===== config.mk =====
export PLATFORM = sky130hd
export DESIGN_NAME = micro_seq_flat
export DESIGN_NICKNAME = d
export VERILOG_FILES = /design/src/rtl/micro_seq_if.sv /design/src/rtl/micro_seq.sv /design/src/flat_wrapper.sv
export SDC_FILE = /design/constraint.sdc
export NUM_CORES = 1
export LEC_CHECK = 0
export ABC_AREA = 0
export CAP_MARGIN = 20
export CORE_ASPECT_RATIO = 1.2
export CORE_UTILIZATION = 52
export CTS_BUF_LIST = sky130_fd_sc_hd__clkbuf_4 sky130_fd_sc_hd__clkbuf_8
export CTS_CLUSTER_DIAMETER = 40
export DETAILED_ROUTE_END_ITERATION = 12
export PLACE_DENSITY = 0.81
export SYNTH_ARGS = -nofsm -noshare
export SYNTH_HDL_FRONTEND = slang
export SYNTH_SLANG_ARGS = --single-unit
export TNS_END_PERCENT = 1

===== constraint.sdc =====
create_clock -name clk -period 2.6 [get_ports clk]
set_clock_uncertainty 0.05 [all_clocks]
set_input_delay 0.52 -clock clk [delete_from_list [all_inputs] [get_ports clk]]
set_output_delay 0.52 -clock clk [all_outputs]
set_load 0.005 [all_outputs]

===== src/rtl/micro_seq_if.sv =====
// Bus bundle between the micro-sequencer, its microcode ROM and the
// microinstruction decoder. Sequencer side uses the slave modport.
interface micro_seq_if #(
    parameter int AW = 6
);
    logic          start;
    logic          stall;
    logic [3:0]    flags;
    logic [AW-1:0] rom_addr;
    logic [8:0]    rom_data;
    logic [8:0]    ir;
    logic          ir_valid;
    logic          busy;
    logic          halted;
    logic          err;

    modport master (
        output start, stall, flags, rom_data,
        input  rom_addr, ir, ir_valid, busy, halted, err
    );

    modport slave (
        input  start, stall, flags, rom_data,
        output rom_addr, ir, ir_valid, busy, halted, err
    );
endinterface


===== src/rtl/micro_seq.sv =====
// Microprogram sequencer driving a synchronous microcode ROM.
// Define SEQ_CALL_EN to add the one-level CALL/RET return register.
module micro_seq #(
    parameter int            AW       = 6,
    parameter logic [AW-1:0] RST_ADDR = '0
) (
    input logic        clk,
    input logic        rst_n,
    micro_seq_if.slave bus
);

    typedef enum logic [2:0] {
        IDLE   = 3'd0,
        FETCH  = 3'd1,
        LOAD   = 3'd2,
        EXEC   = 3'd3,
        TFETCH = 3'd4,
        TLOAD  = 3'd5,
        HALT   = 3'd6
    } state_e;

    localparam logic [2:0] OP_BRANCH = 3'b111;
    localparam logic [2:0] COND_HALT = 3'b111;

    state_e        state_q;
    logic [AW-1:0] upc_q;
    logic [AW-1:0] rom_addr_q;
    logic [8:0]    ir_q;
    logic [3:0]    flag_q;
    logic          ir_valid_q;
    logic          busy_q;
    logic          halted_q;

    logic [AW-1:0] upc_p1;
    logic [AW-1:0] upc_p2;
    logic [AW-1:0] target;
    logic [AW-1:0] tload_upc;
    logic          taken;
    logic          is_branch;
    logic          is_halt;

`ifdef SEQ_CALL_EN
    localparam logic [8:0] RET_WORD = 9'b000_111111;

    logic [AW-1:0] ret_addr_q;
    logic          ret_v_q;
    logic          err_q;
    logic          is_ret;
    logic          is_call;

    assign is_ret  = (ir_q == RET_WORD);
    assign is_call = (ir_q[2:0] == 3'b000);
`endif

    // Address arithmetic deliberately wraps modulo 2^AW.
    assign upc_p1    = upc_q + AW'(1);
    assign upc_p2    = upc_q + AW'(2);
    assign target    = bus.rom_data[AW-1:0];
    assign is_branch = (ir_q[8:6] == OP_BRANCH);
    assign is_halt   = is_branch && (ir_q[2:0] == COND_HALT);

    // flag_q is {Z,N,C,V}, captured during EXEC of the branch word.
    always_comb begin
        // NOTE: default assigned first so this block cannot infer a latch.
        taken = 1'b0;
        case (ir_q[2:0])
            3'b000: begin
`ifdef SEQ_CALL_EN
                taken = 1'b1;
`else
                taken = 1'b0;
`endif
            end
            3'b001:  taken = 1'b1;
            3'b010:  taken = flag_q[3];
            3'b011:  taken = !flag_q[3];
            3'b100:  taken = flag_q[2];
            3'b101:  taken = flag_q[1];
            3'b110:  taken = flag_q[0];
            default: taken = 1'b0;
        endcase
    end

    assign tload_upc = taken ? target : upc_p2;

    // NOTE: only non-blocking assignments here, so every register sees
    // pre-edge values of the others regardless of statement order.
    always_ff @(posedge clk or negedge rst_n) begin
        if (!rst_n) begin
            state_q    <= IDLE;
            upc_q      <= RST_ADDR;
            rom_addr_q <= RST_ADDR;
            ir_q       <= 9'h000;
            flag_q     <= 4'h0;
            ir_valid_q <= 1'b0;
            busy_q     <= 1'b0;
            halted_q   <= 1'b0;
`ifdef SEQ_CALL_EN
            ret_addr_q <= '0;
            ret_v_q    <= 1'b0;
            err_q      <= 1'b0;
`endif
        end else if (!bus.stall) begin
            case (state_q)
                IDLE, HALT: begin
                    if (bus.start) begin
                        state_q    <= FETCH;
                        upc_q      <= RST_ADDR;
                        rom_addr_q <= RST_ADDR;
                        busy_q     <= 1'b1;
                        halted_q   <= 1'b0;
                    end
                end
                FETCH: state_q <= LOAD;
                LOAD: begin
                    ir_q       <= bus.rom_data;
                    ir_valid_q <= 1'b1;
                    state_q    <= EXEC;
                end
                EXEC: begin
                    ir_valid_q <= 1'b0;
                    flag_q     <= bus.flags;
`ifdef SEQ_CALL_EN
                    if (is_ret) begin
                        if (ret_v_q) begin
                            upc_q      <= ret_addr_q;
                            rom_addr_q <= ret_addr_q;
                            ret_v_q    <= 1'b0;
                            state_q    <= FETCH;
                        end else begin
                            err_q    <= 1'b1;
                            busy_q   <= 1'b0;
                            halted_q <= 1'b1;
                            state_q  <= HALT;
                        end
                    end else
`endif
                    if (!is_branch) begin
                        upc_q      <= upc_p1;
                        rom_addr_q <= upc_p1;
                        state_q    <= FETCH;
                    end else if (is_halt) begin
                        busy_q   <= 1'b0;
                        halted_q <= 1'b1;
                        state_q  <= HALT;
                    end else begin
                        rom_addr_q <= upc_p1;
                        state_q    <= TFETCH;
                    end
                end
                TFETCH: state_q <= TLOAD;
                TLOAD: begin
                    upc_q      <= tload_upc;
                    rom_addr_q <= tload_upc;
                    state_q    <= FETCH;
`ifdef SEQ_CALL_EN
                    if (is_call) begin
                        ret_addr_q <= upc_p2;
                        ret_v_q    <= 1'b1;
                    end
`endif
                end
                default: begin
                    state_q    <= IDLE;
                    ir_valid_q <= 1'b0;
                    busy_q     <= 1'b0;
                    halted_q   <= 1'b0;
                end
            endcase
        end
    end

    assign bus.rom_addr = rom_addr_q;
    assign bus.ir       = ir_q;
    // The decoder must never act on a frozen instruction.
    assign bus.ir_valid = ir_valid_q && !bus.stall;
    assign bus.busy     = busy_q;
    assign bus.halted   = halted_q;
`ifdef SEQ_CALL_EN
    assign bus.err      = err_q;
`else
    assign bus.err      = 1'b0;
`endif

endmodule


===== src/flat_wrapper.sv =====
// flat-port wrapper written by rule: the top's interface ports become plain ports
module micro_seq_flat 
#(
    parameter int            AW       = 6,
    parameter logic [AW-1:0] RST_ADDR = '0
)
  (clk, rst_n, bus_start, bus_stall, bus_flags, bus_rom_data, bus_rom_addr, bus_ir, bus_ir_valid, bus_busy, bus_halted, bus_err);
  micro_seq_if #(.AW(AW)) bus_i ();
  input logic clk;
  input logic rst_n;
  input wire logic [$bits(bus_i.start)-1:0] bus_start;
  input wire logic [$bits(bus_i.stall)-1:0] bus_stall;
  input wire logic [$bits(bus_i.flags)-1:0] bus_flags;
  input wire logic [$bits(bus_i.rom_data)-1:0] bus_rom_data;
  output wire logic [$bits(bus_i.rom_addr)-1:0] bus_rom_addr;
  output wire logic [$bits(bus_i.ir)-1:0] bus_ir;
  output wire logic [$bits(bus_i.ir_valid)-1:0] bus_ir_valid;
  output wire logic [$bits(bus_i.busy)-1:0] bus_busy;
  output wire logic [$bits(bus_i.halted)-1:0] bus_halted;
  output wire logic [$bits(bus_i.err)-1:0] bus_err;
  assign bus_i.start = bus_start;
  assign bus_i.stall = bus_stall;
  assign bus_i.flags = bus_flags;
  assign bus_i.rom_data = bus_rom_data;
  assign bus_rom_addr = bus_i.rom_addr;
  assign bus_ir = bus_i.ir;
  assign bus_ir_valid = bus_i.ir_valid;
  assign bus_busy = bus_i.busy;
  assign bus_halted = bus_i.halted;
  assign bus_err = bus_i.err;
  micro_seq #(.AW(AW), .RST_ADDR(RST_ADDR)) u_core (.clk(clk), .rst_n(rst_n), .bus(bus_i));
endmodule

==> results by group <==
Clocking
  – CTS root buf: clkbuf_4
  – Clk sinks: 31
  – Later-pin clock latency in the skew report: between 0.3 and 0.4 ns
  – CTS resizes: 0
  – # hold bufs at CTS: 0
  – CTS buffer count: 5
  – CTS tree: done
  – Post-CTS Setup Bufs: 0
  – CTS max path bufs: 2
  – Max H-tree Level: 2
  – Clk slew on worst S/H paths: roughly 0.08 ns

Synthesis
  – Netlist cell types: 41
  – Syn nets: ~180
  – Synth Instances: 159
  – Mapped Area: approximately 0.0017 mm^2
  – Seq/Total Area, Yosys: around 46%
  – Post-synth top flop: dfrtp_1
  – Asr flop ratio synth: 100%
  – Yosys reg bits: 31
  – Synth Warn #: 0
  – Post-synth EDFFs: 0
  – Syn_area_per_cell: between 10 and 15 um^2

Floorplan
  – Die ar.: 0.00350 mm^2
  – # rows: 22
  – Initial core utilization: 55.1%
  – Core ar.: between 0.003 and 0.004 mm^2
  – Io pins: 36
  – Die W: between 50 and 60 um
  – Chip height: between 60 and 70 um

Place
  – Final GP Congestion: 0.880
  – Port buffer count: 34
  – Post-DP HPWL: around 2700 um
  – DP Cell Count: about 220

Final layout
  – ANT cells: 0
  – Most common cell after layout, fill and taps aside: clkdlybuf4s50_1
  – Layout cell share with drive strength beyond 1: about 19%
  – Layout Cells excl Fill: 230
  – Area delta synth->final: 25.3%
  – Area of the multi-input gates: 867 um^2
  – Commonest cells after routing, fill and taps aside: 34 x clkdlybuf4s50_1, 31 x dfrtp_1, 17 x mux2_2, 14 x nor2_1
  – FILL cells: ~240
  – Register area: between 700 and 800 um^2
  – Nets: 213

Power and ir drop
  – Pwr per Cell Area: approximately 1100 mW/mm^2
  – Clock share of power: around 14%
  – Overall power: ~2.4 mW
  – Sw frac: 37.9%
  – Leakage Power: 0.857 nW
  – Sequential Power Share: approximately two fifths
  – Comb pwr share: about 47%
  – Worst vdd ir: between 600 and 700 uV
  – Sw power: 0.898 mW
  – Cell-internal power: approximately 1.5 mW

Routing
  – Starting DRT DRC Count: 46
  – Post-DR vias/cell: between 5 and 6
  – WL final: approximately 3600 um
  – DRC Markers: 0
  – Routed len/inst: 15.5 um
  – DRT antenna net count: 0
  – Vias: 1355
  – Initial DRT Pass Iterations: 4

Setup path
  – Worst Setup EP: bus_ir_valid
  – WS Path Type: in2out
  – Worst setup path start: bus_stall
  – Crit. End Element: output port
  – Reg2Reg Depth: 4
  – Data required, critical path: ~2.0 ns
  – R2r setup slk: between 0.4 and 0.5 ns
  – CP Max Fanout: 7
  – Reg-to-Reg Start: u_core.state_q[1]$_DFFE_PN0P_
  – R2R Path End: u_core.upc_q[5]$_DFFE_PN0P_
  – Crit start category: primary input
  – CP Data Arrival Time: 1.76 ns

Global route
  – Global-route total usage across every layer: 24.8%
  – First-pass GRT wire length: approximately 6200 um
  – Initial antenna violation count: 0
  – Remaining Overflow, GRT: 0
  – Largest net degree at the start of global routing: 32
  – Vias in the first global route: 1389

Min path
  – Hold path start: u_core.bus.ir[4]$_DFFE_PN0P_
  – Worst min path class: reg2reg
  – Depth of the worst hold-timing path: 1

Timing
  – Tcrit/Tclk final: between 80% and 90%
  – Final hold viol count: 0
  – Fin crit period: ~2.3 ns
  – Setup tns final: 0 ns
  – Final Max Tran Viols: 0
  – Fmax: around 430 MHz
  – Setup violators final: 0
  – RSZ-0062 raised after global routing: false

Outcome
  – Status: finished clean

Job
  – # Max-Cap Violations: 0
-- state kept, by name, summed over array words and instances, names as in the netlist --
signal / cells
u_core.bus.rom_addr: 6
u_core.flag_q: 4
u_core.bus.halted: 1
u_core.bus.busy: 1
u_core.upc_q: 6
u_core.ir_valid_q: 1
u_core.bus.ir: 9
u_core.state_q: 3
-- how the worst min path moves through the flow --
stage | to | slack [ns]
final | u_core.bus.ir[4]$_DFFE_PN0P_ | 0.46
after global routing | u_core.bus.ir[4]$_DFFE_PN0P_ | 0.48
after CTS | u_core.bus.ir[4]$_DFFE_PN0P_ | 0.47
after detailed placement | u_core.bus.rom_addr[5]$_DFFE_PN0P_ | 0.45
after global placement | u_core.bus.ir[5]$_DFFE_PN0P_ | 0.44
after floorplan | u_core.bus.busy$_DFFE_PN0P_ | 0.17
-- Yosys cell counts (2+ instances only) --
master | instances | area (um^2)
dfrtp_1 | 31 | 776
mux2_2 | 17 | 191
nor2_1 | 14 | 52.6
a31oi_1 | 13 | 81.3
nand2_1 | 13 | 48.8
buf_2 | 7 | 35.0
a21oi_1 | 5 | 25.0
xnor2_1 | 5 | 43.8
nand3_1 | 4 | 20.0
nand4_1 | 4 | 25.0
o21ai_0 | 4 | 20.0
a22o_1 | 3 | 26.3
nand2b_1 | 3 | 18.8
nor2b_1 | 3 | 18.8
and2_1 | 2 | 12.5
and3b_1 | 2 | 17.5
ha_1 | 2 | 25.0
mux2_4 | 2 | 30.0
o211ai_1 | 2 | 15.0
xor2_1 | 2 | 17.5
-- worst max-delay path: stages --
cell             delay, ns
clkdlybuf4s50_1       0.57
nor2b_1               0.17
clkdlybuf4s50_1       0.51
-- metrics by stage --
| step | area, um^2 | hold slack, ns | setup WS [ns] | util, % |
|---|---|---|---|---|
| 6_report | 2130 | 0.460 | 0.265 | 69.0 |
| 4_1_cts | 2130 | 0.469 | 0.266 | 69.0 |
| 3_3_place_gp | 2050 | 0.442 | 0.309 | 66.6 |
| 2_1_floorplan | 1700 | 0.174 | 0.756 | - |
| 5_1_grt | 2130 | 0.477 | 0.225 | 69.0 |
| 3_5_place_dp | 2050 | 0.448 | 0.261 | 66.6 |
-- layer usage --
metal / up-vias / global-route usage, % / share of wire [%]
li1: 647 / - / -
met1: 666 / 30.3 / 42
met2: 38 / 38.7 / 52
met3: 4 / 6.57 / 4.3
met4: 0 / 13.1 / 1.6
met5: - / 0 / 0
-- layout make-up --
class / count / area share (%)
timing repair buffer: 37 / 17.1
clock buffer: 8 / 3.41
inverter: 1 / 0.176
multi-input combinational: 117 / 40.8
sequential: 31 / 36.5
tap: 36 / 2.12
-- logic make-up (layout without fill, tap and decap cells) --
| group | after synthesis | after routing | synth area share, % |
|---|---|---|---|
| AO/OA/AOI/OAI | 35 | 35 | 15.3 |
| XOR/XNOR | 7 | 7 | 3.61 |
| adder cells (fa/ha/maj) | 3 | 3 | 2.65 |
| buffers and inverters | 11 | 46 | 3.24 |
| flip-flops | 31 | 31 | 45.7 |
| multiplexers | 19 | 19 | 13.0 |
| other | 1 | 1 | 0.221 |
| AND/OR/NAND/NOR | 52 | 52 | 16.3 |
-- power groups by stage --
stage / clock, mW / sequential [mW] / combinational [mW]
final: 0.327 / 0.930 / 1.11
after global routing: 0.357 / 0.969 / 1.23
after CTS: 0.335 / 0.929 / 1.12
after detailed placement: 0 / 0.937 / 1.12
after global placement: 0 / 0.921 / 1.08
after floorplan: 0 / 0.850 / 0.796
Power figures use the tool's default switching activity.
